$ cat config.mk
export PLATFORM = sky130hd
export DESIGN_NAME = ram_8x8
export DESIGN_NICKNAME = d
export VERILOG_FILES = /design/src/rtl/ram_8x8.sv
export SDC_FILE = /design/constraint.sdc
export NUM_CORES = 1
export LEC_CHECK = 0
export BUFFER_PORTS_ARGS = -buffer_cell sky130_fd_sc_hd__buf_4
export CORE_ASPECT_RATIO = 1.1
export CORE_MARGIN = 2
export CORE_UTILIZATION = 59
export DETAILED_ROUTE_END_ITERATION = 10
export GPL_TIMING_DRIVEN = 0
export MAX_ROUTING_LAYER = met4
export PLACE_DENSITY = 0.88
export SKIP_LAST_GASP = 1
export SLEW_MARGIN = 15
export SYNTH_ARGS = -nofsm -noshare
export SYNTH_HDL_FRONTEND = slang
export SYNTH_SLANG_ARGS = --single-unit
$ cat constraint.sdc
create_clock -name clk -period 1.9 [get_ports clk]
set_input_delay 0.095 -clock clk [delete_from_list [all_inputs] [get_ports clk]]
set_output_delay 0.095 -clock clk [all_outputs]
set_load 0.01 [all_outputs]
$ cat src/rtl/ram_8x8.sv
// Small synchronous RAM with a registered read port. A reset loads the pattern i*17 into
// entry i, so the block starts out as a lookup table that can be overwritten at run time.
module ram_8x8 #(
    parameter int DATA_WIDTH = 8,
    parameter int ADDR_WIDTH = 3
) (
    input  logic                  clk,
    input  logic                  rst,
    input  logic                  rd,
    input  logic                  wr,
    input  logic [ADDR_WIDTH-1:0] add,
    input  logic [DATA_WIDTH-1:0] data_in,
    output logic [DATA_WIDTH-1:0] data_out,
    output logic                  valid
);

    localparam int DEPTH = 1 << ADDR_WIDTH;

    logic [DATA_WIDTH-1:0] mem_r [DEPTH];
    logic [DATA_WIDTH-1:0] data_out_r;
    logic                  valid_r;

    // Init pattern (idx * 17) truncated to the word width, which gives the modulo for free.
    function automatic logic [DATA_WIDTH-1:0] init_word(input int idx);
        int prod;
        prod = idx * 17;
        return prod[DATA_WIDTH-1:0];
    endfunction

    // Storage: reload the init pattern on reset, otherwise accept writes.
    always_ff @(posedge clk) begin
        if (rst) begin
            for (int i = 0; i < DEPTH; i++) begin
                mem_r[i] <= init_word(i);
            end
        end else if (wr) begin
            mem_r[add] <= data_in;
        end
    end

    // Read port: samples the array before this edge's write lands, giving read-before-write.
    always_ff @(posedge clk) begin
        if (rst) begin
            data_out_r <= {DATA_WIDTH{1'b0}};
            valid_r    <= 1'b0;
        end else if (rd) begin
            data_out_r <= mem_r[add];
            valid_r    <= 1'b1;
        end else begin
            valid_r    <= 1'b0;
        end
    end

    assign data_out = data_out_r;
    assign valid    = valid_r;

endmodule

==> flow_summary.json, run 1 <==
{
  "tns_ns": 0,
  "r2r_slack_ns": 0.72,
  "clkTransAtPathRegs_ns": 0.07,
  "dpl_worst_slack_ns": 0.164,
  "io_pins": 24,
  "start_util": 0.618,
  "grt_pass1_vias": 2134,
  "drive_gt1_frac": 0.246,
  "clkLatencyLatePin_ns": 0.34,
  "syn_to_final_growth_pct": 14.4,
  "port_buffers": 19,
  "outcome": "complete, no violations",
  "via_per_inst": 5.86,
  "die_x_um": 75.9,
  "clock_path_buffers": 2,
  "startpoint_type": "input port",
  "ctsResizeCount": 0,
  "wl_per_cell_um": 19.4,
  "critPathMaxFanout": 10,
  "critPathRequiredTime_ns": 1.94,
  "hp-class": "input port to flop",
  "postLayoutCellArea_um2": 3840,
  "grt_overflow_total": 0,
  "antenna_cells": 0,
  "finish.utilization": 0.707,
  "ir_drop_mv": 0.925,
  "core.rowCount": 28,
  "skew_ns": 0.00695,
  "grt_pass1_wl_um": 11100,
  "synth_fp_nets": 264,
  "cts_sinks": 73,
  "grt_use_total": 0.244,
  "pwr_density_cell_nw_per_um2": 925,
  "dp.cells": 343,
  "dieArea_um2": 6310,
  "critical_path_class": "input port to flop",
  "crit_start": "add[2]",
  "r2r_start": "mem_r[2][4]",
  "crit_path_end": "mem_r[3][2]",
  "tritoncts": "yes",
  "fin_crit_sh": 0.730,
  "crit_path_end_kind": "flop",
  "rsz0062_at_grt": "no",
  "maxCapViolCount": 0,
  "grt_max_degree": 13,
  "hold_violations": 0,
  "hpwl_um": 4950,
  "fp.dieH_um": 83.1,
  "p_leak_nw": 1.40,
  "setup_violations": 0,
  "coreArea_um2": 5430,
  "numCtsBuffers": 9,
  "dr.pass1.iters": 4,
  "worst_pin_slew_ns": 0.514,
  "drt-initial-drc-count": 161,
  "final_cells": 360,
  "postPlaceCellArea_um2": 3590,
  "final_nets": 295,
  "slew_headroom": 0.655,
  "vias": 2109,
  "clock-root-buffer": "clkbuf_8",
  "htreeDepth": 3,
  "syn_area_um2": 3360,
  "grt_antenna_before_repair": 0,
  "fin_ws_ns": 0.513,
  "detail-route-antenna-nets": 0,
  "synth_cell_types": 23,
  "synth_cells": 249,
  "wl_um": 6970,
  "finalCriticalPeriod_ns": 1.39,
  "fmax_ghz": 0.721,
  "ys_seq_area_frac": 0.626,
  "final_cell_mix": "edfxtp_1 (64), and2_1 (40), buf_4 (23)",
  "hold_ws_ns": 0.0950,
  "ys.warnings.count": 0,
  "ys_ff_latch": 73,
  "worstPathArrival_ns": 1.42,
  "syn_avg_cell_area_um2": 13.5,
  "rr_worst_depth": 3,
  "drcViolationCount": 0,
  "power.total_mw": 3.55,
  "crit-reg2reg-capture": "data_out[4]",
  "layout_commonest_cell": "edfxtp_1",
  "gp_congestion": 0.950,
  "drv_slew": 0
}
repair_timing:
action / 4_1_cts / 5_1_grt
setup buffers: 0 / 0
endpoints found under the hold margin: 1 / 0
hold buffers: 1 / 0
power by group:
group	internal, mW	switching, mW	total (mW)
clock	0.789	0.560	1.35
sequential	1.84	0.0303	1.87
combinational	0.143	0.187	0.330
total	2.77	0.777	3.55
critical path, cell delays in order:
cell	delay, ns
buf_4	0.15
or3b_4	0.44
buf_6	0.16
nor2_1	0.28
or2_2	0.30
cells in the mapped netlist:
| cell | count | share of area |
|---|---|---|
| or3b_4 | 1 | 0.0034 |
| clkbuf_1 | 6 | 0.0067 |
| and2_1 | 40 | 0.075 |
| nor2b_1 | 2 | 0.0037 |
| mux2_2 | 16 | 0.054 |
| nor2_1 | 14 | 0.016 |
| mux2i_1 | 16 | 0.048 |
| edfxtp_1 | 64 | 0.57 |
| nor3_2 | 2 | 0.0060 |
| buf_2 | 1 | 0.0015 |
| or2_2 | 8 | 0.015 |
| buf_4 | 4 | 0.0089 |
| nand2b_1 | 5 | 0.0093 |
| nand2_1 | 10 | 0.011 |
| dfxtp_1 | 9 | 0.054 |
| or3_1 | 22 | 0.041 |
| nor2_2 | 1 | 0.0019 |
| a2bb2oi_1 | 8 | 0.021 |
| o21a_1 | 8 | 0.018 |
| buf_6 | 2 | 0.0067 |
| a311oi_1 | 8 | 0.021 |
| nand3b_4 | 1 | 0.0060 |
| buf_1 | 1 | 0.0011 |
worst min path at each step:
stage                        endpoint  startpoint  depth (start not counted)
after floorplan           mem_r[4][2]  data_in[2]                          1
after global placement          valid         rst                          2
after detailed placement        valid         rst                          2
after CTS                 mem_r[6][6]  data_in[6]                          2
after global routing      mem_r[6][6]  data_in[6]                          2
final                     mem_r[6][6]  data_in[6]                          2
logic make-up (layout without fill, tap and decap cells):
group | Yosys count | count (layout) | synth area share
muxes | 32 | 32 | 0.101
DFF | 73 | 73 | 0.626
and+or+nand+nor | 106 | 106 | 0.188
AOI/OAI and AO/OA | 24 | 24 | 0.0597
buffers and inverters | 14 | 50 | 0.0250
sequential cells by signal, indices dropped and copies added, names as in the netlist:
signal    count
data_out      8
valid         1
mem_r        64
metal layers:
| metal | wire length (um) | vias up | global-route usage |
|---|---|---|---|
| met4 | 172 | 0 | 0.102 |
| met5 | 0 | - | - |
| li1 | - | 975 | - |
| met1 | 2840 | 1028 | 0.307 |
| met2 | 3430 | 90 | 0.390 |
| met3 | 526 | 16 | 0.0467 |
final cells by class:
class                   count  area [um2]
flip-flops and latches     73        2100
well taps                  75        93.8
multi-input cells         162        1170
repair buffers             20         153
clock inverters             2        10.0
clock buffers              14         228
plain buffers              14        83.8
fillers                   372        1590
Note: power is estimated with default switching activity, not from simulation.
==> run 2: changes to the inputs <==
==> constraint.sdc (replaced) <==
create_clock -name clk -period 1.32 [get_ports clk]
set_input_delay 0.066 -clock clk [delete_from_list [all_inputs] [get_ports clk]]
set_output_delay 0.066 -clock clk [all_outputs]
set_load 0.01 [all_outputs]
==> run 2 against run 1 <==
  * First-iteration DRC count fell by 4.3%
  * Final cell count did not move
  * Die area stayed put
  * Core utilization down 0.39 points
  * Global-route usage up 0.46 points
  * Critical path type unchanged
  * Critical endpoint is now mem_r[0][2]
  * Largest power group unchanged
==> flow_summary.json, run 2 (synthesis gave the netlist of run 1 again) <==
{
  "postCtsSetupBuffers": 0,
  "crit_family": "simple AND/OR/NAND/NOR gates",
  "path_cells": "buf_4 > or3b_4 > nor3_2 > or2_4",
  "hp-class": "input port to flop",
  "p_leak_nw": 1.38,
  "crit_path_top_delay_cell": "or3b_4",
  "core.rowCount": 28,
  "tritoncts": "yes",
  "critPathMaxFanout": 9,
  "grt_antenna_before_repair": 0,
  "start_util": 0.618,
  "gp_congestion": 0.936,
  "critPathRequiredTime_ns": 1.38,
  "tns_ns": 0,
  "critPathMaxStageDelay_ns": 0.43,
  "drt-initial-drc-count": 154,
  "grt_overflow_total": 0,
  "switching_share": 0.229,
  "numCtsBuffers": 9,
  "final_cells": 360,
  "layout_commonest_cell": "edfxtp_1",
  "finish.utilization": 0.703,
  "port_buffers": 19,
  "dr.pass1.iters": 4,
  "final_nets": 295,
  "htreeDepth": 3,
  "pwr_density_cell_nw_per_um2": 1280,
  "clock-root-buffer": "clkbuf_8",
  "worst_pin_slew_ns": 0.536,
  "dp.cells": 343,
  "drv_slew": 0,
  "clock_path_buffers": 2,
  "grt_pass1_vias": 2143,
  "dieArea_um2": 6310,
  "detail-route-antenna-nets": 0,
  "power.total_mw": 4.87,
  "grt_max_degree": 13,
  "grt_use_total": 0.248,
  "skew_ns": 0.00975,
  "intPower_mw": 3.76,
  "clkTransAtPathRegs_ns": 0.08,
  "setup_violations": 0,
  "antenna_cells": 0,
  "startpoint_type": "input port",
  "n_fill_cell": 390,
  "grt_pass1_wl_um": 11200,
  "outcome": "complete, no violations",
  "postPlaceCellArea_um2": 3610,
  "final_cell_mix": "edfxtp_1 (64), and2_1 (40), buf_4 (23)",
  "largest_reg_flops": 64,
  "via_per_inst": 5.95,
  "combPwrFrac": 0.099,
  "cts_sinks": 73,
  "hold_ws_ns": 0.0483,
  "vias": 2141,
  "postLayoutCellArea_um2": 3820,
  "largest_register": "mem_r",
  "crit_path_end_kind": "flop",
  "ir_drop_mv": 1.01,
  "coreArea_um2": 5430,
  "critical_path_class": "input port to flop",
  "fin_ws_ns": 0.0843,
  "finalCriticalPeriod_ns": 1.24,
  "power.share.clock": 0.347,
  "cp_num_buf_inv": 1,
  "syn_to_final_growth_pct": 13.8,
  "dpl_worst_slack_ns": -0.337,
  "wl_um": 7100,
  "hold_violations": 0,
  "drive_gt1_frac": 0.256,
  "die_x_um": 75.9,
  "drcViolationCount": 0,
  "wl_per_cell_um": 19.7,
  "hpwl_um": 4920,
  "clkLatencyLatePin_ns": 0.35,
  "fin_crit_sh": 0.936,
  "slew_headroom": 0.641,
  "maxCapViolCount": 0,
  "switching_power_mw": 1.12,
  "fmax_ghz": 0.809,
  "worstPathArrival_ns": 1.29,
  "fp.dieH_um": 83.1,
  "p_seq_frac": 0.554,
  "io_pins": 24,
  "rsz0062_at_grt": "no"
}
-- run 2: cell counts in the layout (fill, tap and decap cells not counted) --
No cell type changed its count.
-- run 2: final cells by class --
cell class | instances | area [um2] | share of cell area
well taps | 75 | 93.8 | 0.0246
plain buffers | 14 | 83.8 | 0.0220
repair buffers | 20 | 153 | 0.0400
clock buffers | 14 | 184 | 0.0482
clock inverters | 2 | 10.0 | 0.00262
multi-input cells | 162 | 1190 | 0.312
flip-flops and latches | 73 | 2100 | 0.550
-- run 2: metal layers --
metal	vias to the layer above	routed length (um)	share of wire	track usage
met4	0	256	0.036	0.114
met3	22	466	0.066	0.0587
met5	-	0	0	-
li1	979	-	-	-
met1	1054	2900	0.41	0.320
met2	86	3470	0.49	0.377
-- run 2: worst reg2reg max path, cell delays in order, from the launching register on --
cell and delay, ns:
edfxtp_1 0.37, mux2_2 0.29, a2bb2oi_1 0.31, a311oi_1 0.14
-- run 2: final timing paths --
| path | cells after the start | to | slack, ns | start |
|---|---|---|---|---|
| worst max-delay path | 4 | mem_r[0][2] | 0.08 | add[2] |
| worst min-delay path | 2 | mem_r[7][6] | 0.05 | data_in[6] |
| worst max register to register | 3 | data_out[7] | 0.10 | mem_r[2][7] |
| worst min register to register | 2 | data_out[4] | 0.49 | data_out[4] |
-- run 2: power by group through the flow --
stage	clock, mW	sequential, mW	combinational, mW
after global placement	0	2.74	0.461
final	1.69	2.70	0.484
after detailed placement	0	2.75	0.475
after floorplan	0	2.74	0.287
after global routing	1.82	2.71	0.515
after CTS	1.68	2.70	0.479
-- run 2: repair_timing --
action	4_1_cts	5_1_grt
gates resized for setup	0	3
endpoints found under the hold margin	1	0
endpoints found under the setup margin	0	17
hold buffers	1	0
==> run 3: changes to the inputs <==
--- a/config.mk
+++ b/config.mk
@@ -8,11 +8,12 @@
 export BUFFER_PORTS_ARGS = -buffer_cell sky130_fd_sc_hd__buf_4
 export CORE_ASPECT_RATIO = 1.1
 export CORE_MARGIN = 2
-export CORE_UTILIZATION = 59
+export CORE_UTILIZATION = 62
+export CTS_BUF_LIST = sky130_fd_sc_hd__clkbuf_4 sky130_fd_sc_hd__clkbuf_8
 export DETAILED_ROUTE_END_ITERATION = 10
 export GPL_TIMING_DRIVEN = 0
 export MAX_ROUTING_LAYER = met4
-export PLACE_DENSITY = 0.88
+export PLACE_DENSITY = 0.92
 export SKIP_LAST_GASP = 1
 export SLEW_MARGIN = 15
 export SYNTH_ARGS = -nofsm -noshare
==> run 3 against run 2 <==
  * Maximum frequency fell by 3.7%
  * Clock power rose by 10%
  * Via count rose by 0.51%
  * First-iteration DRC count rose by 41%
  * Sequential power barely moved
  * Final cell count did not move
  * Non-clock buffer count did not move
  * Setup slack got worse by 0.048 ns
  * Global-route usage rose by 2.5 points
  * Sequential share of layout area fell by 0.36 points
==> flow_summary.json, run 3 (synthesis gave the netlist of run 1 again) <==
{
  "slew_headroom": 0.653,
  "grt_pass1_vias": 2064,
  "worstPathArrival_ns": 1.32,
  "grt_pass1_wl_um": 11000,
  "port_buffers": 19,
  "min_from": "data_in[6]",
  "outcome": "complete, no violations",
  "combPwrFrac": 0.097,
  "dieArea_um2": 6020,
  "crit-reg2reg-capture": "data_out[3]",
  "tritoncts": "yes",
  "gp_congestion": 0.860,
  "rsz0062_at_grt": "yes",
  "vias": 2152,
  "power.total_mw": 5.05,
  "use_met3": 0.0682,
  "hpwl_um": 5010,
  "fin_ws_ns": 0.0367,
  "drv_slew": 0,
  "fmax_ghz": 0.779,
  "intPower_mw": 3.91,
  "setup_violations": 0,
  "drt-initial-drc-count": 217,
  "ir_drop_mv": 0.700,
  "whs_endpoint": "mem_r[5][6]",
  "crit_path_end_kind": "flop",
  "critPathRequiredTime_ns": 1.36,
  "grt_util_met2": 0.433,
  "met1_usage": 0.333,
  "pwr_density_cell_nw_per_um2": 1310,
  "r2r_slack_ns": 0.14,
  "r2r_start": "mem_r[2][3]",
  "drcViolationCount": 0,
  "critical_path_class": "input port to flop",
  "startpoint_type": "input port",
  "postLayoutCellArea_um2": 3840,
  "wl_um": 7320,
  "hold_ws_ns": 0.0606,
  "grt_use_total": 0.274,
  "crit_start": "add[0]",
  "core.rowCount": 28,
  "hp-class": "input port to flop",
  "antenna_cells": 0,
  "top_usage_layer": "met2",
  "rr_worst_depth": 3,
  "p_leak_nw": 1.39,
  "grt_max_degree": 13,
  "power.share.clock": 0.368,
  "n_fill_cell": 341,
  "finalCriticalPeriod_ns": 1.28,
  "dr.pass1.iters": 6,
  "htreeDepth": 3,
  "cts_sinks": 73,
  "final_cell_mix": "edfxtp_1 (64), and2_1 (40), buf_4 (23)",
  "numCtsBuffers": 9,
  "p_seq_frac": 0.535,
  "layout_commonest_cell": "edfxtp_1",
  "largest_register": "mem_r",
  "detail-route-antenna-nets": 0,
  "holdPathStages": 2,
  "clock-root-buffer": "clkbuf_8",
  "switching_share": 0.226,
  "die_x_um": 74.1,
  "largest_reg_flops": 64,
  "fp.dieH_um": 81.2,
  "maxCapViolCount": 0,
  "via_per_inst": 5.98,
  "worst_pin_slew_ns": 0.519,
  "hold_violations": 0,
  "syn_to_final_growth_pct": 14.5,
  "switching_power_mw": 1.14,
  "postPlaceCellArea_um2": 3610,
  "clkTransAtPathRegs_ns": 0.07,
  "wl_per_cell_um": 20.3,
  "io_pins": 24,
  "clkLatencyLatePin_ns": 0.34,
  "dpl_worst_slack_ns": -0.359,
  "critPathMaxFanout": 10,
  "clock_path_buffers": 2,
  "start_util": 0.634,
  "grt_overflow_total": 0,
  "skew_ns": 0.00477,
  "fin_crit_sh": 0.972,
  "grt_antenna_before_repair": 0,
  "final_nets": 295,
  "coreArea_um2": 5290,
  "drive_gt1_frac": 0.253,
  "finish.utilization": 0.727
}
==> run 3: cell count changes in the layout (fill, tap and decap cells not counted), sizes merged <==
cell      delta
clkbuf       -5
bufinv       +2
clkinv       +2
clkinvlp     +1
==> run 3: power groups by stage <==
stage	Combinational, mW	Clock (mW)	Sequential (mW)
global route	0.524	1.94	2.71
detailed placement	0.476	0	2.75
global placement	0.459	0	2.74
finish	0.490	1.86	2.70
CTS	0.482	1.86	2.70
floorplan	0.287	0	2.74
==> run 3: how the worst max path moves through the flow <==
stage | end | slack (ns) | cells past startpoint
final | mem_r[5][4] | 0.04 | 5
after global routing | mem_r[5][2] | -0.006 | 5
after CTS | mem_r[1][1] | 0.03 | 5
after detailed placement | mem_r[1][3] | -0.36 | 5
after global placement | mem_r[1][2] | -0.30 | 5
after floorplan | mem_r[6][0] | -0.008 | 5
==> run 3: layout make-up <==
| cell class | count | area [um2] | share of cell area |
|---|---|---|---|
| Buffer | 14 | 83.8 | 0.0218 |
| Clock buffer | 9 | 124 | 0.0322 |
| Clock inverter | 7 | 85.1 | 0.0221 |
| Multi-Input combinational cell | 162 | 1200 | 0.313 |
| Sequential cell | 73 | 2100 | 0.547 |
| Tap cell | 75 | 93.8 | 0.0244 |
| Timing Repair Buffer | 20 | 153 | 0.0397 |
==> run 3: timing repair <==
action	CTS	global route
hold endpoints to repair	1	0
buffers inserted	0	0
setup endpoints to repair	0	29
gates resized for setup	0	4
hold buffers	1	0
==> run 3: critical path, cell delays in order <==
cell	delay, ns
buf_4	0.16
buf_4	0.25
nand2b_1	0.23
nor2_1	0.31
or2_2	0.29
==> run 3: metrics by stage <==
stage | instances | TNS (ns)
final | 360 | 0
after global placement | 343 | -16.12
after floorplan | 249 | -0.0978
after global routing | 360 | -0.0392
after CTS | 360 | 0
after detailed placement | 343 | -19.96
==> run 3: layer usage <==
metal  vias up  wire length [um]
met5         -                 0
met2        93              3650
li1        974                 -
met1      1059              2900
met4         0               235
met3        26               538
